==> config.mk <==
export PLATFORM = sky130hd
export DESIGN_NAME = int_ctrl
export DESIGN_NICKNAME = d
export VERILOG_FILES = /design/src/rtl/int_ctrl_pkg.sv /design/src/rtl/int_ctrl_sync.sv /design/src/rtl/int_ctrl.sv
export SDC_FILE = /design/constraint.sdc
export NUM_CORES = 1
export LEC_CHECK = 0
export ABC_AREA = 1
export CAP_MARGIN = 20
export CORE_MARGIN = 2
export CORE_UTILIZATION = 35
export CTS_CLUSTER_DIAMETER = 200
export DETAILED_ROUTE_END_ITERATION = 8
export DONT_BUFFER_PORTS = 1
export GPL_TIMING_DRIVEN = 1
export MAX_ROUTING_LAYER = met4
export PLACE_DENSITY = 0.47
export SLEW_MARGIN = 20
export SYNTH_ARGS = -nofsm -noshare
export SYNTH_HDL_FRONTEND = slang
export SYNTH_SLANG_ARGS = --single-unit
export TNS_END_PERCENT = 5
==> constraint.sdc <==
create_clock -name clk -period 1.5 [get_ports clk]
set_input_delay 0.15 -clock clk [delete_from_list [all_inputs] [get_ports clk]]
set_output_delay 0.15 -clock clk [all_outputs]
set_load 0.02 [all_outputs]
==> src/rtl/int_ctrl_pkg.sv <==
// Shared constants for the interrupt controller: line count, FSM encoding,
// status-byte field positions and the priority-select helper.
package int_ctrl_pkg;

   localparam int NUM_IRQ = 4;

   typedef enum logic [1:0] {
      IDLE    = 2'd0,
      ISSUE   = 2'd1,
      SERVICE = 2'd2
   } state_e;

   // status = {in_service_id[1:0], busy, 1'b0, pending[3:0]}
   localparam int ST_PEND_LSB = 0;
   localparam int ST_ZERO_BIT = 4;
   localparam int ST_BUSY_BIT = 5;
   localparam int ST_ID_LSB   = 6;

   // Lowest set index wins (bit 0 is highest priority).
   function automatic logic [1:0] lowest_idx(input logic [NUM_IRQ-1:0] v);
      lowest_idx = '0;
      for (int i = NUM_IRQ - 1; i >= 0; i--)
         if (v[i]) lowest_idx = i[1:0];
   endfunction

endpackage

==> src/rtl/int_ctrl_sync.sv <==
// One request line: SYNC_STAGES-deep synchroniser plus rising-edge detector.
module irq_sync_edge #(
   parameter int SYNC_STAGES = 2
) (
   input  logic clk,
   input  logic reset,
   input  logic irq_i,
   output logic level_o,
   output logic rise_o
);

   logic [SYNC_STAGES-1:0] sync_q;
   logic                   prev_q;

   // Shift the raw line through the chain and remember the last synced level.
   always_ff @(posedge clk or posedge reset) begin
      if (reset) begin
         sync_q <= '0;
         prev_q <= 1'b0;
      end else begin
         sync_q <= {sync_q[SYNC_STAGES-2:0], irq_i};
         prev_q <= sync_q[SYNC_STAGES-1];
      end
   end

   assign level_o = sync_q[SYNC_STAGES-1];
   assign rise_o  = sync_q[SYNC_STAGES-1] & ~prev_q;

endmodule

==> src/rtl/int_ctrl.sv <==
// Interrupt controller: synchronises four request lines, tracks pending
// state under a mask and issues one registered ie pulse per service window,
// re-arming only after the CPU's return-from-interrupt strobe.
module int_ctrl
   import int_ctrl_pkg::*;
#(
   parameter int SYNC_STAGES = 2,
   parameter bit LEVEL_MODE  = 1'b0
) (
   input  logic               clk,
   input  logic               reset,
   input  logic [NUM_IRQ-1:0] irq_in,
   input  logic               mask_we,
   input  logic [NUM_IRQ-1:0] mask_wdata,
   input  logic               reti,
   output logic               ie1,
   output logic               ie2,
   output logic               ie3,
   output logic               ie4,
   output logic               busy,
   output logic [7:0]         status
);

   logic [NUM_IRQ-1:0] level, rise;
   logic [NUM_IRQ-1:0] pending_q, pending_d;
   logic [NUM_IRQ-1:0] mask_q;
   logic [NUM_IRQ-1:0] ie_q;
   logic [NUM_IRQ-1:0] eligible, issue_clr;
   logic [1:0]         sel, id_q;
   logic               busy_q;
   state_e             state_q;

   for (genvar g = 0; g < NUM_IRQ; g++) begin : g_line
      irq_sync_edge #(.SYNC_STAGES(SYNC_STAGES)) u_sync (
         .clk     (clk),
         .reset   (reset),
         .irq_i   (irq_in[g]),
         .level_o (level[g]),
         .rise_o  (rise[g])
      );
   end

   assign eligible = pending_q & mask_q;
   assign sel      = lowest_idx(eligible);

   // Line being issued this cycle; used to clear its pending bit.
   always_comb begin
      issue_clr = '0;
      if (state_q == IDLE && |eligible)
         issue_clr = NUM_IRQ'(1) << sel;
   end

   // Edge mode: a new edge beats a same-cycle issue clear. Level mode: mirror the line.
   always_comb begin
      pending_d = (pending_q & ~issue_clr) | rise;
      if (LEVEL_MODE)
         pending_d = level;
   end

   // Pending and mask registers.
   always_ff @(posedge clk or posedge reset) begin
      if (reset) begin
         pending_q <= '0;
         mask_q    <= '0;
      end else begin
         pending_q <= pending_d;
         if (mask_we) mask_q <= mask_wdata;
      end
   end

   // Issue FSM with registered ie, busy and in-service id.
   always_ff @(posedge clk or posedge reset) begin
      if (reset) begin
         state_q <= IDLE;
         ie_q    <= '0;
         busy_q  <= 1'b0;
         id_q    <= '0;
      end else begin
         ie_q <= '0;
         case (state_q)
            IDLE: begin
               if (|eligible) begin
                  state_q <= ISSUE;
                  ie_q    <= NUM_IRQ'(1) << sel;
                  id_q    <= sel;
                  busy_q  <= 1'b1;
               end
            end
            ISSUE: state_q <= SERVICE;
            SERVICE: begin
               if (reti) begin
                  state_q <= IDLE;
                  busy_q  <= 1'b0;
               end
            end
            default: begin
               state_q <= IDLE;
               busy_q  <= 1'b0;
            end
         endcase
      end
   end

   assign {ie4, ie3, ie2, ie1} = ie_q;
   assign busy                 = busy_q;

   // Pack the CPU-visible status byte.
   always_comb begin
      status                                  = '0;
      status[ST_PEND_LSB +: NUM_IRQ]          = pending_q;
      status[ST_ZERO_BIT]                     = 1'b0;
      status[ST_BUSY_BIT]                     = busy_q;
      status[ST_ID_LSB +: 2]                  = id_q;
   end

endmodule

==> results.json, run 1 <==
{
  "stdcell_count": 132,
  "core_um2": 2760,
  "slew_viol_final": 0,
  "fin_nets": 113,
  "ys_types": 16,
  "use_met2_pct": 17.9,
  "dieArea_um2": 3330,
  "dr.pass1.iters": 2,
  "pre_cts_ws_ps": 371,
  "cts_setup_buffers": 0,
  "cts_buffer_depth": 2,
  "synth_nets": 97,
  "power_leakage_uw": 0.000592,
  "grt_busiest_layer": "met2",
  "grt_setup_unrepaired": "no",
  "worst_slack_ps": 168,
  "globalRouteMet3Util_pct": 7.14,
  "layout_common_cells": "dfrtp_1, inv_1, nand2_1",
  "grt.total_usage_pct": 11.5,
  "cp_max_fo": 5,
  "start_util_pct": 36.7,
  "vias": 608,
  "insertion_delay_ps": 310,
  "port_buffers": 0,
  "ant_nets": 0,
  "grt_max_degree": 30,
  "cellPowerDensity_nw_per_um2": 1750,
  "max_freq_ghz": 0.751,
  "cts.sinks": 29,
  "regArea_um2": 726,
  "setup_viol": 0,
  "cts_made_buffers": 5,
  "cts_tree": "done",
  "wl_per_cell_um": 11.5,
  "multiInputGateArea_um2": 221,
  "post-route-period-util_pct": 88.8,
  "cp.required_ps": 1700,
  "dp_cells": 115,
  "layout_commonest_cell": "dfrtp_1",
  "hold_viol": 0,
  "reg2reg_from": "mask_q[0]",
  "vdd_ir_drop_max_mv": 0.889,
  "holdCritPathClass": "primary input to flop",
  "crit_path_max_incr_delay_ps": 630,
  "n_antenna_cell": 0,
  "post-route-drc-count": 0,
  "grt_pass1_wl_um": 2630,
  "endpoint_kind": "flop",
  "htreeDepth": 2,
  "crit_start": "mask_we",
  "fill_cells": 250,
  "clock_skew_ps": 2.94,
  "die_h_um": 57.7,
  "cts.clk_slew.worst_paths_ps": 80,
  "status": "finished, final reports clean",
  "via_per_inst": 4.61,
  "syn_inst": 85,
  "hpwlAfterDp_um": 1020,
  "syn_area_per_cell_um2": 11.9,
  "fin_crit_ps": 1330,
  "synth_seq_area_share_pct": 71.8,
  "cpMostUsedCell": "dlygate4sd3_1",
  "maxCapViolations": 0,
  "worstPathCellList": "dlygate4sd3_1, nand2_1, o21ai_0, dlygate4sd3_1",
  "ys_seq_elements": 29,
  "crit_slowest_cell": "dlygate4sd3_1",
  "place.gp.congestion": 0.710,
  "wl_um": 1520,
  "use_met1_pct": 11.0,
  "pin_count": 25,
  "grt_antenna_before_repair": 0,
  "die_w_um": 57.7,
  "worstSetupStartpointType": "primary input",
  "hold_slack_ps": 20.7,
  "min_from": "reti",
  "root_buffer": "clkbuf_4",
  "rows": 19,
  "final_layout_size_suffix_gt1_share_pct": 17.8,
  "synth_warnings": 0,
  "worstPathArrival_ps": 1530,
  "crit_buf_inv": 2,
  "mappedNetlistArea_um2": 1010,
  "grt_overflow": 0,
  "cp_top_family": "buffers and inverters",
  "critical_path_class": "primary input to flop",
  "area_delta_synth_final_pct": 18.4,
  "setup_tns_ps": 0,
  "grt_pass1_vias": 621,
  "initialDrtViolationCount": 7
}
[synthesized netlist by cell type, drive strengths merged]
cell type,instances,area (um^2)
nand3,3,15.0
o21ai,9,45.0
o21a,1,7.51
buf,2,15.0
nand2,16,72.6
dfrtp,29,726
inv,13,48.8
nor2,6,30.0
conb,1,3.75
nand4,1,6.26
mux2,3,33.8
o21bai,1,7.51
[layout make-up]
type / instances / share of cell area [%]
clock buffer: 7 / 4.60
inverter: 13 / 4.08
multi-input combinational: 41 / 18.5
sequential: 29 / 60.6
tap: 31 / 3.24
timing repair buffer: 11 / 8.99
[state kept, by name (all words and copies together), names as in the netlist]
register,flops
g_line.u_sync.sync_q,8
g_line.u_sync.prev_q,4
ie_q,4
mask_q,4
pending_q,4
id_q,2
state_q,2
busy,1
[where the power goes]
group | leakage [uW] | internal, uW | switching [uW] | total, uW
sequential | 0.000342 | 944 | 284 | 1230
combinational | 0.000219 | 161 | 246 | 407
clock | 0.0000314 | 221 | 233 | 454
[layer usage]
layer  vias to the layer above  part of all wire, %
li1                        292                    -
met1                       294                   39
met2                        18                   52
met3                         4                  7.0
met4                         0                  1.6
met5                         -                    0
[metrics by stage]
step                      utilization [%]  cell area, um^2  power (uW)
after floorplan                         -             1010        1560
after global placement               37.8             1040        1630
after detailed placement             37.8             1040        1640
after CTS                            43.4             1200        2140
after global routing                 43.4             1200        2250
final                                43.4             1200        2090
[cells by family (layout without fill, tap and decap cells)]
kind of cell           Yosys count  after routing  share of synthesized area, %
DFF                             29             29                          71.8
buffers and inverters           15             31                          6.31
AOI/OAI and AO/OA               11             11                          5.94
other                            1              1                         0.371
muxes                            3              3                          3.34
and+or+nand+nor                 26             26                          12.3
[repair_timing]
item,4_1_cts,5_1_grt
gates resized for setup,0,0
setup endpoints to repair,0,0
hold buffers,10,0
hold endpoints to repair,37,0
[path summary, 6_finish.rpt]
| kind | endpoint | slack (ps) | depth (start not counted) |
|---|---|---|---|
| max | mask_q[0] | 170 | 4 |
| min | state_q[1] | 20 | 2 |
| max reg2reg | mask_q[0] | 280 | 3 |
| min in group asynchronous | mask_q[1] | 340 | 3 |
| max in group asynchronous | g_line[3].u_sync.sync_q[1] | 900 | 3 |
| min reg2reg | g_line[3].u_sync.sync_q[1] | 350 | 0 |
[worst reg2reg max path, stage by stage, from the launching register on]
cell,delay [ps]
dfrtp_1,390
inv_1,70
o21ai_0,80
dlygate4sd3_1,570
Note: power is estimated with default switching activity, not from simulation.
==> run 2, diff against run 1 <==
Settings changed: HOLD_SLACK_MARGIN from default to 0.02, SYNTH_HIERARCHICAL from default to 1.
==> results.json, run 2 <==
{
  "vias": 616,
  "layout_commonest_cell": "dfrtp_1",
  "synthMuxAreaShare_pct": 4.32,
  "worstSetupStartpointType": "flop",
  "wl_um": 1540,
  "p_comb_share_pct": 18.3,
  "post-route-period-util_pct": 88.4,
  "slew_headroom_pct": 57.8,
  "tightestPinTransition_ps": 632,
  "mappedNetlistArea_um2": 1040,
  "root_buffer": "clkbuf_4",
  "synth_xor_area_share_pct": 0,
  "slew_viol_final": 0,
  "die_w_um": 58.6,
  "die_h_um": 58.6,
  "syn_area_per_cell_um2": 11.5,
  "grt.total_usage_pct": 11.0,
  "cp.required_ps": 1710,
  "power_frac_seq_pct": 57.2,
  "wl_per_cell_um": 10.8,
  "regMostFlops": "g_line.u_sync/sync_q",
  "ant_nets": 0,
  "critical_path_class": "flop to flop",
  "core_um2": 2810,
  "setup_tns_ps": 0,
  "synthTopCellsByArea": "dfrtp_1, inv_1, nand2_1",
  "fin_crit_ps": 1330,
  "synth_commonest_cells": "dfrtp_1, inv_1, nand2_1",
  "start_util_pct": 37.2,
  "insertion_delay_ps": 320,
  "synth_compound_area_share_pct": 3.48,
  "cts_made_buffers": 5,
  "hpwlAfterDp_um": 1160,
  "rows": 19,
  "dr.pass1.iters": 5,
  "sw_frac_of_total_pct": 35.4,
  "worstPathArrival_ps": 1530,
  "reg2reg_from": "mask_q[3]",
  "synth_nets": 103,
  "clock_skew_ps": 3.97,
  "synth_seq_area_share_pct": 69.5,
  "status": "finished with violations",
  "regArea_um2": 726,
  "synth_most_common_cell": "dfrtp_1",
  "dieArea_um2": 3430,
  "ff2ff_setup_slack_ps": 170,
  "pin_count": 25,
  "endpoint_kind": "flop",
  "power_leakage_uw": 0.000671,
  "grt_pass1_wl_um": 2590,
  "n_antenna_cell": 0,
  "postSynth.asyncResetShare_pct": 100,
  "grt_overflow": 0,
  "max_freq_ghz": 0.754,
  "ys_types": 16,
  "holdCritPathClass": "primary input to async pin",
  "htreeDepth": 2,
  "post-route-drc-count": 2,
  "p_switching_uw": 753,
  "area_delta_synth_final_pct": 22.4,
  "fin_nets": 122,
  "cts.clk_slew.worst_paths_ps": 80,
  "synthAdderAreaFrac_pct": 0,
  "fill_cells": 279,
  "via_per_inst": 4.34,
  "fin_util_pct": 45.5,
  "ys_seq_elements": 29,
  "setup_viol": 0,
  "vdd_ir_drop_max_mv": 0.846,
  "synth-edff-count": 0,
  "final_layout_size_suffix_gt1_share_pct": 18.9,
  "maxCapViolations": 0,
  "internal-power_uw": 1370,
  "place.gp.congestion": 0.690,
  "cts.sinks": 29,
  "synth_warnings": 6,
  "port_buffers": 0,
  "synth.top_cell.area_share_pct": 69.5,
  "grt_pass1_vias": 627,
  "r2r-end": "mask_q[3]",
  "syn_inst": 91,
  "violations": "DRC",
  "synth_top_family_by_area": "simple AND/OR/NAND/NOR gates",
  "cts_tree": "done",
  "cts_setup_buffers": 0,
  "cp_max_fo": 3,
  "grt_antenna_before_repair": 0,
  "timing.reg2reg.worst_path_depth": 2,
  "multiInputGateArea_um2": 228,
  "hold_viol": 0,
  "layout_common_cells": "dfrtp_1, inv_1, nand2_1",
  "cts_buffer_depth": 2,
  "initialDrtViolationCount": 7,
  "yosysTopAreaCell": "dfrtp_1",
  "cellPowerDensity_nw_per_um2": 1670,
  "grt_max_degree": 18,
  "grt_setup_unrepaired": "no",
  "clockPowerShare_pct": 24.4,
  "synthSimpleGateAreaFrac_pct": 13.7,
  "largest_reg_flops": 8,
  "ys.flop_type": "dfrtp_1"
}
==> run 2: changes by cell type in the layout (fill, tap and decap cells not counted), sizes merged <==
cell / delta
nor2: +3
nand4: -1
nand2: +3
o21bai: +1
o21ai: -7
inv: +7
nand3: -1
dlygate4sd3: +4
buf: -1
mux2: +1
clkinv: +1
==> run 2: logic make-up after synthesis <==
logic type      Yosys count
simple gates             30
other cells               1
flops                    29
mux                       4
compound gates            5
buf+inv                  22
==> run 2: layer usage <==
layer,vias to the layer above,share of wire [%],GRT usage (%)
met1,289,39,10.4
li1,301,-,-
met2,18,51,17.8
met3,8,6.7,4.62
met4,0,3.1,7.79
met5,-,0,-
==> run 2: area by class of cell <==
cell class | count | share of cell area [%]
Clock buffer | 7 | 5.09
Multi-Input combinational cell | 40 | 17.8
Clock inverter | 1 | 0.392
Timing Repair Buffer | 14 | 11.0
Sequential cell | 29 | 56.8
Inverter | 20 | 5.88
Tap cell | 31 | 3.04
==> run 2: stage by stage <==
step	hold WS (ps)	instances	power, uW	worst slack [ps]	cell area [um^2]
3_3_place_gp	-91.4	120	1580	369	1070
2_1_floorplan	-96.4	91	1530	458	1040
3_5_place_dp	-88.1	120	1600	347	1070
4_1_cts	214	142	2170	180	1280
5_1_grt	216	142	2280	128	1280
6_report	229	142	2130	173	1280
==> run 2: power groups by stage <==
stage                     combinational (uW)  sequential [uW]  clock (uW)
after global placement                   353             1230           0
after detailed placement                 362             1240           0
after floorplan                          342             1180           0
final                                    390             1220         520
after CTS                                400             1220         547
after global routing                     448             1240         595
==> run 2: what timing repair did <==
item	CTS	global route
hold buffers	14	0
endpoints found under the hold margin	38	0
resized for setup	0	0
==> run 2: worst max path at each step <==
stage	from	end	slack, ps	cells after the start
after detailed placement	pending_q[0]	pending_q[3]	350	6
after floorplan	pending_q[0]	pending_q[3]	460	6
after global routing	mask_q[3]	mask_q[3]	130	2
after CTS	mask_q[3]	mask_q[3]	180	2
final	mask_q[3]	mask_q[3]	170	2
after global placement	pending_q[0]	pending_q[3]	370	6
==> run 2: worst max-delay path, cell delays in order (launching register included) <==
cell and delay [ps]:
dfrtp_1 410, mux2_2 260, dlygate4sd3_1 550
==> run 3, diff against run 2 <==
Settings changed: PLACE_DENSITY 0.47 to 0.56.
==> results.json, run 3 (synthesis results as in run 2) <==
{
  "post-route-period-util_pct": 88.1,
  "grt_setup_unrepaired": "no",
  "fin_nets": 122,
  "insertion_delay_ps": 320,
  "reg2reg_from": "mask_q[3]",
  "cts_made_buffers": 5,
  "slew_viol_final": 0,
  "finalPower_uw": 2070,
  "die_h_um": 58.6,
  "core_um2": 2810,
  "cts.sinks": 29,
  "cts_buffer_depth": 2,
  "wl_met2_um": 753,
  "crit_path_max_incr_delay_ps": 540,
  "vias": 620,
  "cp_max_fo": 3,
  "setup_tns_ps": 0,
  "cp.required_ps": 1710,
  "via_per_inst": 4.40,
  "post-route-drc-count": 3,
  "rows": 19,
  "dieArea_um2": 3430,
  "cp_top_family": "buffers and inverters",
  "worstPathCellList": "mux2_2, dlygate4sd3_1",
  "crit_slowest_cell": "dlygate4sd3_1",
  "n_antenna_cell": 0,
  "clock_skew_ps": 3.39,
  "critical_path_class": "flop to flop",
  "regMostFlops": "g_line.u_sync/sync_q",
  "dr.max_layer_used": "met4",
  "fin_area_um2": 1260,
  "worstPathArrival_ps": 1530,
  "power_frac_seq_pct": 59.0,
  "grt_max_degree": 18,
  "endpoint_kind": "flop",
  "wl_met3_um": 184,
  "dr.pass1.iters": 5,
  "grt_pass1_wl_um": 2910,
  "cts.clk_slew.worst_paths_ps": 80,
  "die_w_um": 58.6,
  "p_comb_share_pct": 18.7,
  "grt.total_usage_pct": 12.3,
  "initialDrtViolationCount": 7,
  "final_layout_size_suffix_gt1_share_pct": 17.3,
  "largest_reg_flops": 8,
  "hpwlAfterDp_um": 1140,
  "maxCapViolations": 0,
  "hold_viol": 0,
  "wl_per_cell_um": 11.1,
  "timing.reg2reg.worst_path_depth": 2,
  "cts_tree": "done",
  "cellPowerDensity_nw_per_um2": 1640,
  "fin_crit_ps": 1320,
  "slew_headroom_pct": 58.1,
  "root_buffer": "clkbuf_4",
  "grt_overflow": 0,
  "crit_buf_inv": 1,
  "status": "finished with violations",
  "place_area_um2": 1070,
  "holdCritPathClass": "primary input to async pin",
  "area_delta_synth_final_pct": 21.0,
  "layout_commonest_cell": "dfrtp_1",
  "sw_frac_of_total_pct": 35.9,
  "violations": "DRC",
  "max_freq_ghz": 0.756,
  "clockPowerShare_pct": 22.3,
  "routedLengthMet1_um": 606,
  "place.gp.congestion": 0.749,
  "cts_resized": 0,
  "vdd_ir_drop_max_mv": 0.775,
  "start_util_pct": 37.2,
  "p_switching_uw": 743,
  "layout_common_cells": "dfrtp_1, inv_1, nand2_1",
  "ff2ff_setup_slack_ps": 180,
  "htreeDepth": 2,
  "worstSetupStartpointType": "flop",
  "internal-power_uw": 1320,
  "grt_pass1_vias": 648,
  "grt_antenna_before_repair": 0,
  "tightestPinTransition_ps": 627,
  "setup_viol": 0,
  "cp.depth": 2,
  "power_leakage_uw": 0.000662,
  "ant_nets": 0,
  "port_buffers": 0,
  "wl_um": 1570,
  "pin_count": 25,
  "r2r-end": "mask_q[3]"
}
run 3: layout make-up:
| type | instances | area (um^2) |
|---|---|---|
| Fill cell | 291 | 1540 |
| Sequential cell | 29 | 726 |
| Multi-Input combinational cell | 40 | 228 |
| Timing Repair Buffer | 14 | 140 |
| Inverter | 20 | 75.1 |
| Clock buffer | 7 | 55.1 |
| Tap cell | 31 | 38.8 |
run 3: stage by stage:
| stage | setup slack [ps] | utilization (%) | hold slack [ps] | instances |
|---|---|---|---|---|
| after floorplan | 458 | - | -96.4 | 91 |
| after global placement | 379 | 38.0 | -91.9 | 120 |
| after detailed placement | 355 | 38.0 | -89.0 | 120 |
| after CTS | 177 | 45.0 | 217 | 141 |
| after global routing | 136 | 45.0 | 233 | 141 |
| final | 178 | 45.0 | 230 | 141 |
run 3: worst register-to-register path: stages, from the launching register on:
cell and delay, ps:
dfrtp_1 410, mux2_2 260, dlygate4sd3_1 540
run 3: worst max path at each step:
stage	from	endpoint	slack, ps
after floorplan	pending_q[0]	pending_q[3]	460
after global placement	pending_q[0]	pending_q[2]	380
after detailed placement	pending_q[0]	pending_q[3]	360
after CTS	mask_q[3]	mask_q[3]	180
after global routing	mask_q[3]	mask_q[3]	140
final	mask_q[3]	mask_q[3]	180
run 3: what timing repair did:
item / 4_1_cts / 5_1_grt
buffers inserted: 0 / 0
hold buffers: 14 / 0
endpoints found under the hold margin: 38 / 0
run 3: metal layers:
layer,up-vias,GRT usage (%)
li1,303,-
met1,287,12.1
met2,26,19.1
met3,4,7.69
met4,0,5.84
met5,-,-
run 3: power by group through the flow:
| stage | registers, uW | clock network, uW | logic [uW] |
|---|---|---|---|
| 3_3_place_gp | 1230 | 0 | 346 |
| 3_5_place_dp | 1240 | 0 | 357 |
| 2_1_floorplan | 1180 | 0 | 342 |
| 5_1_grt | 1250 | 524 | 457 |
| 4_1_cts | 1230 | 492 | 396 |
| 6_report | 1220 | 460 | 387 |
